[config.mk]
export PLATFORM = sky130hd
export DESIGN_NAME = alu_regfile_dp
export DESIGN_NICKNAME = d
export VERILOG_FILES = /design/src/rtl/alu_regfile_dp.sv
export SDC_FILE = /design/constraint.sdc
export NUM_CORES = 1
export LEC_CHECK = 0
export BUFFER_PORTS_ARGS = -buffer_cell sky130_fd_sc_hd__buf_2
export CAP_MARGIN = 5
export CORE_UTILIZATION = 55
export CTS_CLUSTER_SIZE = 12
export DETAILED_ROUTE_END_ITERATION = 12
export PLACE_DENSITY = 0.75
export SLEW_MARGIN = 20
export SYNTH_ARGS = -nofsm -noshare
export SYNTH_HDL_FRONTEND = slang
export SYNTH_SLANG_ARGS = --single-unit
[constraint.sdc]
create_clock -name clk -period 6.25 [get_ports clk]
set_clock_uncertainty 0.1 [all_clocks]
set_input_delay 1.25 -clock clk [delete_from_list [all_inputs] [get_ports clk]]
set_output_delay 1.25 -clock clk [all_outputs]
set_load 0.03 [all_outputs]
[src/rtl/alu_regfile_dp.sv]
// rtl/alu_regfile_dp.sv - parametrised ALU + register file + flag unit datapath with load/store port
module alu_regfile_dp #(
  parameter int DATA_W  = 8,
  parameter int NREGS   = 8,
  parameter int ZERO_R0 = 0,
  localparam int RSEL_W = $clog2(NREGS)
) (
  input  logic              clk,
  input  logic              rst_n,
  input  logic              op_valid,
  output logic              op_ready,
  input  logic [1:0]        op_kind,
  input  logic [3:0]        alu_op,
  input  logic [RSEL_W-1:0] a_sel,
  input  logic [RSEL_W-1:0] b_sel,
  input  logic [RSEL_W-1:0] c_sel,
  input  logic              c_en,
  input  logic              b_imm,
  input  logic [DATA_W-1:0] imm,
  input  logic              set_f,
  input  logic [2:0]        jam,
  output logic              j_out,
  output logic [3:0]        flags,
  output logic              mem_req,
  output logic              mem_we,
  output logic [DATA_W-1:0] mem_addr,
  output logic [DATA_W-1:0] mem_wdata,
  input  logic [DATA_W-1:0] mem_rdata,
  input  logic              mem_ack
);

  localparam logic [1:0] K_ALU   = 2'd0;
  localparam logic [1:0] K_LOAD  = 2'd1;
  localparam logic [1:0] K_STORE = 2'd2;
  localparam int         M       = DATA_W - 1;
  localparam logic [DATA_W-1:0] ONE = {{(DATA_W-1){1'b0}}, 1'b1};

  typedef enum logic {IDLE, MEM_WAIT} state_t;

  state_t              state;
  logic [DATA_W-1:0]   regs [NREGS];
  logic [RSEL_W-1:0]   lat_c;
  logic                lat_load_en;

  logic [DATA_W-1:0]   a_bus, b_bus, opnd, res;
  logic [DATA_W:0]     sum;
  logic                c_new, v_new;

  assign a_bus = (ZERO_R0 != 0 && a_sel == '0) ? '0 : regs[a_sel];
  assign b_bus = b_imm ? imm : ((ZERO_R0 != 0 && b_sel == '0) ? '0 : regs[b_sel]);
  // INC/DEC share the adder/subtractor with a constant-one operand
  assign opnd  = (alu_op == 4'd8 || alu_op == 4'd9) ? ONE : b_bus;
  assign j_out = |(jam & flags[2:0]);

  always_comb begin
    res   = '0;
    sum   = '0;
    c_new = 1'b0;
    v_new = 1'b0;
    case (alu_op)
      4'd0, 4'd8: begin
        sum   = {1'b0, a_bus} + {1'b0, opnd};
        res   = sum[DATA_W-1:0];
        c_new = sum[DATA_W];
        v_new = (a_bus[M] == opnd[M]) && (res[M] != a_bus[M]);
      end
      4'd1, 4'd9: begin
        sum   = {1'b0, a_bus} - {1'b0, opnd};
        res   = sum[DATA_W-1:0];
        c_new = sum[DATA_W];
        v_new = (a_bus[M] != opnd[M]) && (res[M] != a_bus[M]);
      end
      4'd2: res = a_bus & b_bus;
      4'd3: res = a_bus | b_bus;
      4'd4: res = a_bus ^ b_bus;
      4'd5: res = ~a_bus;
      4'd6: res = a_bus;
      4'd7, 4'd15: res = b_bus;
      4'd10: begin res = {a_bus[M-1:0], 1'b0};      c_new = a_bus[M]; end
      4'd11: begin res = {1'b0, a_bus[M:1]};        c_new = a_bus[0]; end
      4'd12: begin res = {a_bus[M], a_bus[M:1]};    c_new = a_bus[0]; end
      4'd13: begin res = {a_bus[M-1:0], a_bus[M]};  c_new = a_bus[M]; end
      4'd14: begin res = {a_bus[0], a_bus[M:1]};    c_new = a_bus[0]; end
    endcase
  end

  always_ff @(posedge clk) begin
    if (!rst_n) begin
      for (int i = 0; i < NREGS; i++) regs[i] <= '0;
      flags       <= '0;
      state       <= IDLE;
      op_ready    <= 1'b1;
      mem_req     <= 1'b0;
      mem_we      <= 1'b0;
      mem_addr    <= '0;
      mem_wdata   <= '0;
      lat_c       <= '0;
      lat_load_en <= 1'b0;
    end else begin
      case (state)
        IDLE: begin
          if (op_valid) begin
            if (op_kind == K_ALU) begin
              if (c_en && !(ZERO_R0 != 0 && c_sel == '0)) regs[c_sel] <= res;
              if (set_f) flags <= {v_new, c_new, res[M], res == '0};
            end else if (op_kind == K_LOAD || op_kind == K_STORE) begin
              mem_addr    <= a_bus;
              mem_wdata   <= b_bus;
              mem_we      <= (op_kind == K_STORE);
              lat_c       <= c_sel;
              lat_load_en <= c_en && (op_kind == K_LOAD);
              mem_req     <= 1'b1;
              op_ready    <= 1'b0;
              state       <= MEM_WAIT;
            end
          end
        end
        MEM_WAIT: begin
          if (mem_ack) begin
            if (lat_load_en && !(ZERO_R0 != 0 && lat_c == '0)) regs[lat_c] <= mem_rdata;
            mem_req  <= 1'b0;
            op_ready <= 1'b1;
            state    <= IDLE;
          end
        end
      endcase
    end
  end

endmodule
Yosys cells after proc, flatten, opt, wreduce, memory -nomap -nowiden
Memories as Yosys holds them, arrays and structs flattened.
Index checks and enable logic that the tools add are counted.

storage, ports and cells
  memories kept = 1
  bits in writable memories = 64
  flip-flop bits (word level) = 28

cells by class
  add/sub/neg operators = 2
  muxes and demuxes = 38
  bitwise logic cells = 7
  eq/ne operators = 25
  reduce and logical (&&, ||, !) cells = 19

memory list
  name  depth  bits a word  rd ports  clocked after Yosys merged registers in  wr ports  RTL line  source
  regs  8      8            2         0                                        8         41        logic [DATA_W-1:0] regs [NREGS];

operators by type and width
  operator                                                          count
  8-bit case mux with 13 select lines                               1
  4-bit == test (second input constant)                             8
  8-bit two-way mux                                                 4
  1-bit two-way mux                                                 26
  4-bit by 3-bit == test with 1-bit output (second input constant)  4
  8-bit OR reduction                                                2
  4-bit AND reduction                                               3
  8-bit by 8-bit adder with 9-bit output                            1
  8-bit by 8-bit subtractor with 9-bit output                       1
  8-bit bitwise AND                                                 1
  4-bit by 2-bit == test with 1-bit output (second input constant)  2
  8-bit zero test                                                   1
  2-bit != test (second input constant)                             4
  8-bit inverter                                                    1
  8-bit bitwise OR                                                  1
  1-bit case mux with 2 select lines                                4
  2-bit OR reduction                                                4
  8-bit bitwise XOR                                                 1
  3-bit two-way mux                                                 2
  3-bit OR reduction                                                2
  4-bit by 1-bit == test with 1-bit output (second input constant)  1
  4-bit zero test                                                   1
  1-bit case mux with 4 select lines                                1
  3-bit bitwise AND                                                 1
  other kinds (8)                                                   14

Depth between registers and ports, before layout
Gate-level depths: netlist (run 1).

  depth after elaboration = 9
  depth in mapped cells = 17
  depth with buffers taken out = 15

Worst setup path after synthesis (run 1)
Ideal clock, no wire load.

  kind = input to register
  start = input b_sel[1]
  end = memory regs[0][6], data pin
  path buffers = 2
  data arrival time = 5.105 ns
  path slack = 0.778 ns
  stages = 16
  library setup time = 0.267 ns
  data required time = 5.883 ns
  cells stage by stage = buf_2 -> buf_4 -> mux4_2 -> mux2_2 -> mux2i_1 -> nand2_1 -> ha_1 -> fa_1 -> nand2b_1 -> a211oi_1 -> nor4_1 -> a31o_2 -> a2111oi_0 -> a22oi_1 -> mux2i_2 -> nor2_1

RTL lines
  what                RTL line  source
  start: declaration  15        input logic [RSEL_W-1:0] b_sel,
  end: declaration    41

==> results.sh, run 1 <==
export IMPL_register_area_mm2=0.00248
export IMPL_rows=39
export IMPL_synth_compound_area_share_pct=13.3
export IMPL_die_w_um=111
export IMPL_area_growth_pct=11.5
export IMPL_power_leakage_nw=3.03
export IMPL_yosys_area_top_type="edfxtp_1"
export IMPL_clock_path_buffers=2
export IMPL_outcome="finished, final reports clean"
export IMPL_critPathSlowestCell="mux4_2"
export IMPL_grt_max_degree=41
export IMPL_slew_violations=0
export IMPL_arrival_ns=5.48
export IMPL_path_clk_slew_ns=0.06
export IMPL_synth_xor_area_share_pct=1.22
export IMPL_path_cells="buf_2 > mux4_2 > mux2_2 > mux2i_1 > inv_1 > nand2_1 > inv_1 > fa_1 > nand2b_1 > a211oi_1 > nor4_1 > a31o_2 > a2111oi_0 > a22oi_1 > mux2i_2 > nor2_1"
export IMPL_slowest_delay_ns=0.55
export IMPL_min_period_over_period_pct=88.1
export IMPL_cts_tree="built"
export IMPL_io_pin_count=65
export IMPL_ys_types=72
export IMPL_yosys_warnings=0
export IMPL_min_period_ns=5.51
export IMPL_post_dp_hpwl_mm=14.2
export IMPL_synth_top_cell_area_share_pct=29.7
export IMPL_diodes=0
export IMPL_worstReg2RegEnd="regs[0][6]"
export IMPL_setup_viol=0
export IMPL_placed_area_mm2=0.00696
export IMPL_hp_class="flop to flop"
export IMPL_synth_top_family_by_area="simple AND/OR/NAND/NOR gates"
export IMPL_grt_use_total_pct=31.7
export IMPL_synthesis_nets=739
export IMPL_max_freq_mhz=182
export IMPL_postCtsHoldBufs=0
export IMPL_core_area_mm2=0.0115
export IMPL_cp_common_cell="inv_1"
export IMPL_fill_cells=948
export IMPL_grt_pass1_vias=5394
export IMPL_cts_buffers=9
export IMPL_tightest_slew_ns=1.01
export IMPL_async_reset_ff_share_pct=0
export IMPL_ys_flop_type="edfxtp_1"
export IMPL_die_y_um=111
export IMPL_cp_required_ns=6.22
export IMPL_seq_area_frac_synth_pct=38.3
export IMPL_holdPathEnd="mem_we"
export IMPL_cp_start_kind="primary input"
export IMPL_dieArea_mm2=0.0122
export IMPL_routed_wl_mm=19.3
export IMPL_yosys_area_share_simple_pct=18.9
export IMPL_peakVddDrop_v=0.000230
export IMPL_synth_top_cells_by_area="edfxtp_1 (30%), dfxtp_1 (8.6%), ha_1 (6.9%)"
export IMPL_final_common_cell="nor2_1"
export IMPL_cts_post_setup_buffers_inserted=0
export IMPL_r2r_start="regs[6][0]"
export IMPL_cp_max_fo=14
export IMPL_path_class="primary input to flop"
export IMPL_synthCells=660
export IMPL_maxCapViolations=0
export IMPL_final_nets=798
export IMPL_ys_ff_latch=92
export IMPL_post_cts_resize_count=0
export IMPL_powerDensity_mw_per_mm2=228
export IMPL_grt_ovfl_total=0
export IMPL_cts_htree_levels=3
export IMPL_worst_r2r_path_depth=14
export IMPL_synth_edf_count=64
export IMPL_insertion_delay_ns=0.34
export IMPL_hold_depth=2
export IMPL_wire_per_inst_um=22.3
export IMPL_hold_path_startpoint="mem_we"
export IMPL_hold_viol=0
export IMPL_cts_root_buf="clkbuf_16"
export IMPL_netlist_area_mm2=0.00648
export IMPL_viasPerCell=6.49
export IMPL_synth_area_mux_share_pct=16.1
export IMPL_reg2reg_setup_slack_ns=1.54
export IMPL_antenna_found_initial=0
export IMPL_crit_path_end_kind="flop"
export IMPL_finalSetupTns_ns=0
export IMPL_synthAdderAreaFrac_pct=7.57
export IMPL_drive_gt1_share_pct=20.0
export IMPL_maxSlewHeadroom_pct=32.3
export IMPL_first_iter_violations=630
export IMPL_clkSinkCount=92
export IMPL_grt_pass1_wl_mm=29.9
export IMPL_vias=5625
export IMPL_multiInputGateArea_mm2=0.00372
export IMPL_portBuffers=64
export IMPL_timing_critical_path_buf_inv=3
export IMPL_gp_congestion=0.955
export IMPL_drc_errors=0
export IMPL_final_cell_mix="nor2_1 (82), nand2_1 (81), buf_2 (64), edfxtp_1 (64), ha_1 (36)"
export IMPL_design_area_mm2=0.00723
export IMPL_detail_route_antenna_nets=0
export IMPL_crit_family="multiplexers"
export IMPL_synth_area_per_cell_um2=9.82
export IMPL_start_util_pct=56.5
export IMPL_dr_pass1_iters=5
export IMPL_rsz0062_at_grt="no"
==> where the power goes <==
part,internal (mW),switching (mW)
Clock,0.269,0.224
Sequential,0.675,0.0148
Combinational,0.173,0.293
==> metrics by stage <==
stage	setup WS, ns	total power [mW]	hold slack (ns)	instances	utilization (%)
3_3_place_gp	0.607	1.15	0.351	851	60.7
3_5_place_dp	0.463	1.16	0.364	851	60.7
6_report	0.743	1.65	0.365	867	63.0
5_1_grt	0.476	1.71	0.397	867	63.0
2_1_floorplan	0.778	1.01	0.355	660	-
4_1_cts	0.822	1.64	0.373	867	63.0
==> routing by layer <==
layer | GRT usage, % | wire length, µm | up-vias
li1 | - | - | 2539
met3 | 4.83 | 1880 | 52
met2 | 52.5 | 9200 | 335
met4 | 10.9 | 619 | 0
met5 | 0 | 0 | -
met1 | 42.5 | 7640 | 2699
==> how the worst max path moves through the flow <==
stage / cells past startpoint / start / to / slack [ns]
floorplan: 16 / b_sel[1] / regs[0][6] / 0.78
global placement: 16 / b_sel[2] / regs[1][6] / 0.61
detailed placement: 16 / b_sel[2] / regs[5][6] / 0.46
CTS: 16 / b_sel[2] / regs[5][6] / 0.82
global route: 16 / b_sel[2] / regs[6][6] / 0.48
finish: 16 / b_sel[2] / regs[0][6] / 0.74
==> tightest hold or removal path: stages, from the launching register on <==
cell	delay [ns]
dfxtp_1	0.30
nand2_1	0.05
a21boi_0	0.06
==> final cells by class <==
| type | instances | area share (%) |
|---|---|---|
| sequential | 92 | 34.4 |
| clock buffer | 10 | 3.17 |
| timing repair buffer | 80 | 6.10 |
| multi-input combinational | 500 | 51.5 |
| clock inverter | 6 | 0.571 |
| tap | 143 | 2.48 |
| inverter | 36 | 1.87 |
==> kinds of logic after synthesis <==
kind of cell | Yosys count
and+or+nand+nor | 259
AOI/OAI and AO/OA | 126
DFF | 92
buffers and inverters | 68
muxes | 68
adders and majority gates | 38
xor gates and xnor gates | 9
==> sequential cells by signal (all words and copies together) (netlist names) <==
signal	cells
regs	64
mem_req	1
lat_load_en	1
mem_we	1
mem_wdata	8
mem_addr	8
flags	4
state	1
op_ready	1
lat_c	3
==> cell usage after synthesis, types with 11 or more instances <==
library cell,count
o21ai_0,23
nand2b_1,13
dfxtp_1,28
clkbuf_1,17
inv_1,35
edfxtp_1,64
mux2i_1,24
nor3_1,18
mux4_2,19
nand3_1,11
nor2b_1,15
mux2_2,16
a21oi_1,27
ha_1,36
nand2_1,81
nor2_1,82
Note: power is estimated with default switching activity, not from simulation.
==> inputs of run 2 (changes only) <==
PLACE_DENSITY = 0.74   (was 0.75)
==> results.sh, run 2 (same netlist as run 1, synthesis figures left out) <==
export IMPL_outcome="finished, final reports clean"
export IMPL_cp_start_kind="primary input"
export IMPL_hold_viol=0
export IMPL_post_cts_resize_count=0
export IMPL_crit_path_end_kind="flop"
export IMPL_setup_viol=0
export IMPL_final_common_cell="nor2_1"
export IMPL_core_area_mm2=0.0115
export IMPL_powerDensity_mw_per_mm2=235
export IMPL_diodes=0
export IMPL_grt_ovfl_total=0
export IMPL_drive_gt1_share_pct=20.4
export IMPL_cts_tree="built"
export IMPL_power_leakage_nw=3.07
export IMPL_cts_htree_levels=3
export IMPL_grt_max_degree=41
export IMPL_total_power_mw=1.71
export IMPL_antenna_found_initial=0
export IMPL_worst_r2r_path_depth=16
export IMPL_dieArea_mm2=0.0122
export IMPL_design_area_mm2=0.00728
export IMPL_path_clk_slew_ns=0.07
export IMPL_final_cells=868
export IMPL_peakVddDrop_v=0.000245
export IMPL_start_util_pct=56.5
export IMPL_cts_buffers=9
export IMPL_rows=39
export IMPL_viasPerCell=6.46
export IMPL_die_w_um=111
export IMPL_cts_post_setup_buffers_inserted=0
export IMPL_die_y_um=111
export IMPL_area_growth_pct=12.3
export IMPL_placed_area_mm2=0.00696
export IMPL_routed_wl_mm=19.1
export IMPL_final_cell_mix="nor2_1 (82), nand2_1 (81), buf_2 (64), edfxtp_1 (64), ha_1 (36)"
export IMPL_reg_largest_list="regs x64, mem_addr x8, mem_wdata x8"
export IMPL_tightest_slew_ns=1.04
export IMPL_grt_pass1_vias=5567
export IMPL_cp_required_ns=6.23
export IMPL_slew_violations=0
export IMPL_grt_pass1_wl_mm=30.2
export IMPL_drc_errors=0
export IMPL_cp_max_fo=14
export IMPL_detail_route_antenna_nets=0
export IMPL_hold_slack_ns=0.365
export IMPL_maxCapViolations=0
export IMPL_min_period_over_period_pct=86.6
export IMPL_postCtsHoldBufs=0
export IMPL_post_dp_hpwl_mm=13.8
export IMPL_dr_pass1_iters=5
export IMPL_hp_class="flop to flop"
export IMPL_vias=5604
export IMPL_wire_per_inst_um=22.0
export IMPL_clock_path_buffers=2
export IMPL_finalSetupTns_ns=0
export IMPL_first_iter_violations=550
export IMPL_largest_reg_flops=64
export IMPL_maxSlewHeadroom_pct=30.1
export IMPL_max_freq_mhz=185
export IMPL_clkSinkCount=92
export IMPL_portBuffers=64
export IMPL_final_nets=799
export IMPL_rsz0062_at_grt="no"
export IMPL_grt_use_total_pct=32.2
export IMPL_gp_congestion=0.964
export IMPL_io_pin_count=65
export IMPL_dp_cells=852
export IMPL_cts_root_buf="clkbuf_16"
export IMPL_largest_register="regs"
export IMPL_min_period_ns=5.41
export IMPL_path_class="primary input to flop"
export IMPL_hold_depth=2
export IMPL_insertion_delay_ns=0.34
export IMPL_arrival_ns=5.39
-- run 2: changes by cell type in the layout (fill, tap and decap cells not counted), sizes merged --
cell	change
inv	+1
clkinv	-3
clkbuf	+4
clkinvlp	-2
buf	+1
-- run 2: layout make-up --
type / count / area (µm²)
inverter: 36 / 135
timing repair buffer: 81 / 448
sequential: 92 / 2480
multi-input combinational: 500 / 3720
clock buffer: 14 / 305
fill: 894 / 4190
clock inverter: 2 / 11.3
tap: 143 / 179
-- run 2: power by group --
part / internal, mW / total (mW) / switching [mW]
sequential: 0.675 / 0.691 / 0.0157
clock: 0.337 / 0.559 / 0.222
combinational: 0.174 / 0.459 / 0.286
total: 1.19 / 1.71 / 0.523
-- run 2: final timing paths --
check / start / end / slack (ns)
max: b_sel[2] / regs[0][6] / 0.84
min: mem_wdata[7] / mem_wdata[7] / 0.36
max reg2reg: regs[6][1] / regs[0][6] / 1.78
min reg2reg: mem_wdata[7] / mem_wdata[7] / 0.36
-- run 2: critical path, cell delays in order --
cell and delay, ns:
buf_2 0.34, mux4_2 0.57, mux2_2 0.28, mux2i_1 0.15
buf_4 0.18, inv_1 0.06, nand2_1 0.08, inv_1 0.10
fa_1 0.40, nand2b_1 0.19, a211oi_1 0.31, nor4_1 0.08
a31o_2 0.22, a2111oi_0 0.40, a22oi_1 0.20, mux2i_2 0.46
nor2_1 0.10
-- run 2: metal layers --
metal | routed length [µm] | part of all wire [%] | GRT usage (%) | up-vias
met1 | 7570 | 40 | 41.7 | 2692
met5 | 0 | 0 | 0 | -
met4 | 1000 | 5.3 | 17.8 | 0
met3 | 1430 | 7.5 | 5.43 | 82
met2 | 9080 | 48 | 51.6 | 295
li1 | - | - | - | 2535
-- run 2: metrics by stage --
| step | util [%] | setup slack (ns) |
|---|---|---|
| floorplan | - | 0.778 |
| global placement | 60.7 | 0.659 |
| detailed placement | 60.7 | 0.562 |
| CTS | 63.5 | 0.866 |
| global route | 63.5 | 0.525 |
| finish | 63.5 | 0.838 |
==> inputs of run 3 (changes only) <==
PLACE_DENSITY = not set   (was 0.74)
PLACE_DENSITY_LB_ADDON = 0.05   (was not set)
==> results.sh, run 3 (same netlist as run 1, synthesis figures left out) <==
export IMPL_tightest_slew_ns=0.964
export IMPL_final_common_cell="nor2_1"
export IMPL_insertion_delay_ns=0.35
export IMPL_diodes=0
export IMPL_hp_class="flop to flop"
export IMPL_grt_use_total_pct=32.1
export IMPL_portBuffers=64
export IMPL_path_clk_slew_ns=0.07
export IMPL_final_nets=796
export IMPL_clkSinkCount=92
export IMPL_min_period_over_period_pct=87.1
export IMPL_hold_viol=0
export IMPL_final_cell_mix="nor2_1 (82), nand2_1 (81), buf_2 (64), edfxtp_1 (64), ha_1 (36)"
export IMPL_maxCapViolations=0
export IMPL_core_area_mm2=0.0115
export IMPL_setup_viol=0
export IMPL_cts_root_buf="clkbuf_16"
export IMPL_rsz0062_at_grt="no"
export IMPL_cts_buffers=9
export IMPL_post_dp_hpwl_mm=14.3
export IMPL_path_class="primary input to flop"
export IMPL_max_freq_mhz=184
export IMPL_placed_area_mm2=0.00693
export IMPL_design_area_mm2=0.00723
export IMPL_largest_register="regs"
export IMPL_powerDensity_mw_per_mm2=235
export IMPL_cts_htree_levels=3
export IMPL_first_iter_violations=721
export IMPL_slew_violations=0
export IMPL_worstReg2RegEnd="regs[2][6]"
export IMPL_die_w_um=111
export IMPL_cts_post_setup_buffers_inserted=0
export IMPL_drc_errors=0
export IMPL_largest_reg_flops=64
export IMPL_post_cts_resize_count=0
export IMPL_start_util_pct=56.5
export IMPL_r2r_start="regs[0][1]"
export IMPL_io_pin_count=65
export IMPL_cp_max_fo=8
export IMPL_cp_start_kind="primary input"
export IMPL_reg2reg_setup_slack_ns=1.55
export IMPL_power_leakage_nw=3.03
export IMPL_die_y_um=111
export IMPL_cp_endpoint="regs[2][6]"
export IMPL_critPathLaunch="b_sel[2]"
export IMPL_finalSetupTns_ns=0
export IMPL_hold_path_startpoint="mem_wdata[5]"
export IMPL_drive_gt1_share_pct=19.8
export IMPL_wire_per_inst_um=22.3
export IMPL_postCtsHoldBufs=0
export IMPL_dieArea_mm2=0.0122
export IMPL_cts_tree="built"
export IMPL_grt_ovfl_total=0
export IMPL_arrival_ns=5.43
export IMPL_gp_congestion=0.927
export IMPL_vias=5608
export IMPL_grt_pass1_vias=5360
export IMPL_antenna_found_initial=0
export IMPL_cp_required_ns=6.24
export IMPL_area_growth_pct=11.6
export IMPL_outcome="finished, final reports clean"
export IMPL_peakVddDrop_v=0.000203
export IMPL_dr_pass1_iters=8
export IMPL_clock_path_buffers=2
export IMPL_worst_r2r_path_depth=15
export IMPL_rows=39
export IMPL_crit_path_end_kind="flop"
export IMPL_maxSlewHeadroom_pct=35.2
export IMPL_routed_wl_mm=19.3
export IMPL_grt_pass1_wl_mm=30.1
export IMPL_reg_largest_list="regs x64, mem_addr x8, mem_wdata x8"
export IMPL_grt_max_degree=41
export IMPL_detail_route_antenna_nets=0
export IMPL_viasPerCell=6.49
export IMPL_min_period_ns=5.44
-- run 3: final cells by class --
class	count	area, µm²
clock buffers	10	229
flip-flops and latches	92	2480
fillers	947	4230
well taps	143	179
repair buffers	78	429
clock inverters	5	60.1
multi-input cells	500	3720
inverters	36	135
-- run 3: worst max-delay path, stage by stage --
cell and delay [ns]:
buf_2 0.18, mux4_2 0.53, mux2_2 0.30, mux2i_1 0.46, inv_1 0.14, nand2_1 0.11
inv_1 0.10, fa_1 0.40, nand2b_1 0.18, a211oi_1 0.33, nor4_1 0.08, a31o_2 0.22
a2111oi_0 0.42, a22oi_1 0.22, mux2i_2 0.43, nor2_1 0.08
-- run 3: report_power, final --
part,leakage [nW],internal [mW],switching (mW)
registers,0.889,0.675,0.0153
clock network,0.136,0.310,0.232
logic,2.00,0.173,0.292
total,3.03,1.16,0.540
-- run 3: metrics by stage --
step | total power, mW | util [%] | instances | hold WS (ns) | setup WS [ns]
2_1_floorplan | 1.01 | - | 660 | 0.355 | 0.778
3_3_place_gp | 1.15 | 60.5 | 848 | 0.349 | 0.602
3_5_place_dp | 1.15 | 60.5 | 848 | 0.359 | 0.485
4_1_cts | 1.69 | 63.0 | 863 | 0.368 | 0.867
5_1_grt | 1.76 | 63.1 | 864 | 0.394 | 0.405
6_report | 1.70 | 63.1 | 864 | 0.369 | 0.806
-- run 3: how the worst min path moves through the flow --
| stage | endpoint | slack [ns] | cells after the start |
|---|---|---|---|
| CTS | mem_wdata[7] | 0.37 | 2 |
| floorplan | lat_load_en | 0.35 | 2 |
| global placement | op_ready | 0.35 | 2 |
| finish | mem_wdata[5] | 0.37 | 2 |
| global route | mem_wdata[7] | 0.39 | 2 |
| detailed placement | mem_wdata[7] | 0.36 | 2 |
-- run 3: layer usage --
metal / wire length [µm] / global-route usage, % / vias up
met2: 8650 / 48.4 / 374
met1: 8040 / 46.7 / 2680
li1: - / - / 2526
met3: 2270 / 6.81 / 28
met4: 327 / 8.80 / 0
met5: 0 / 0 / -
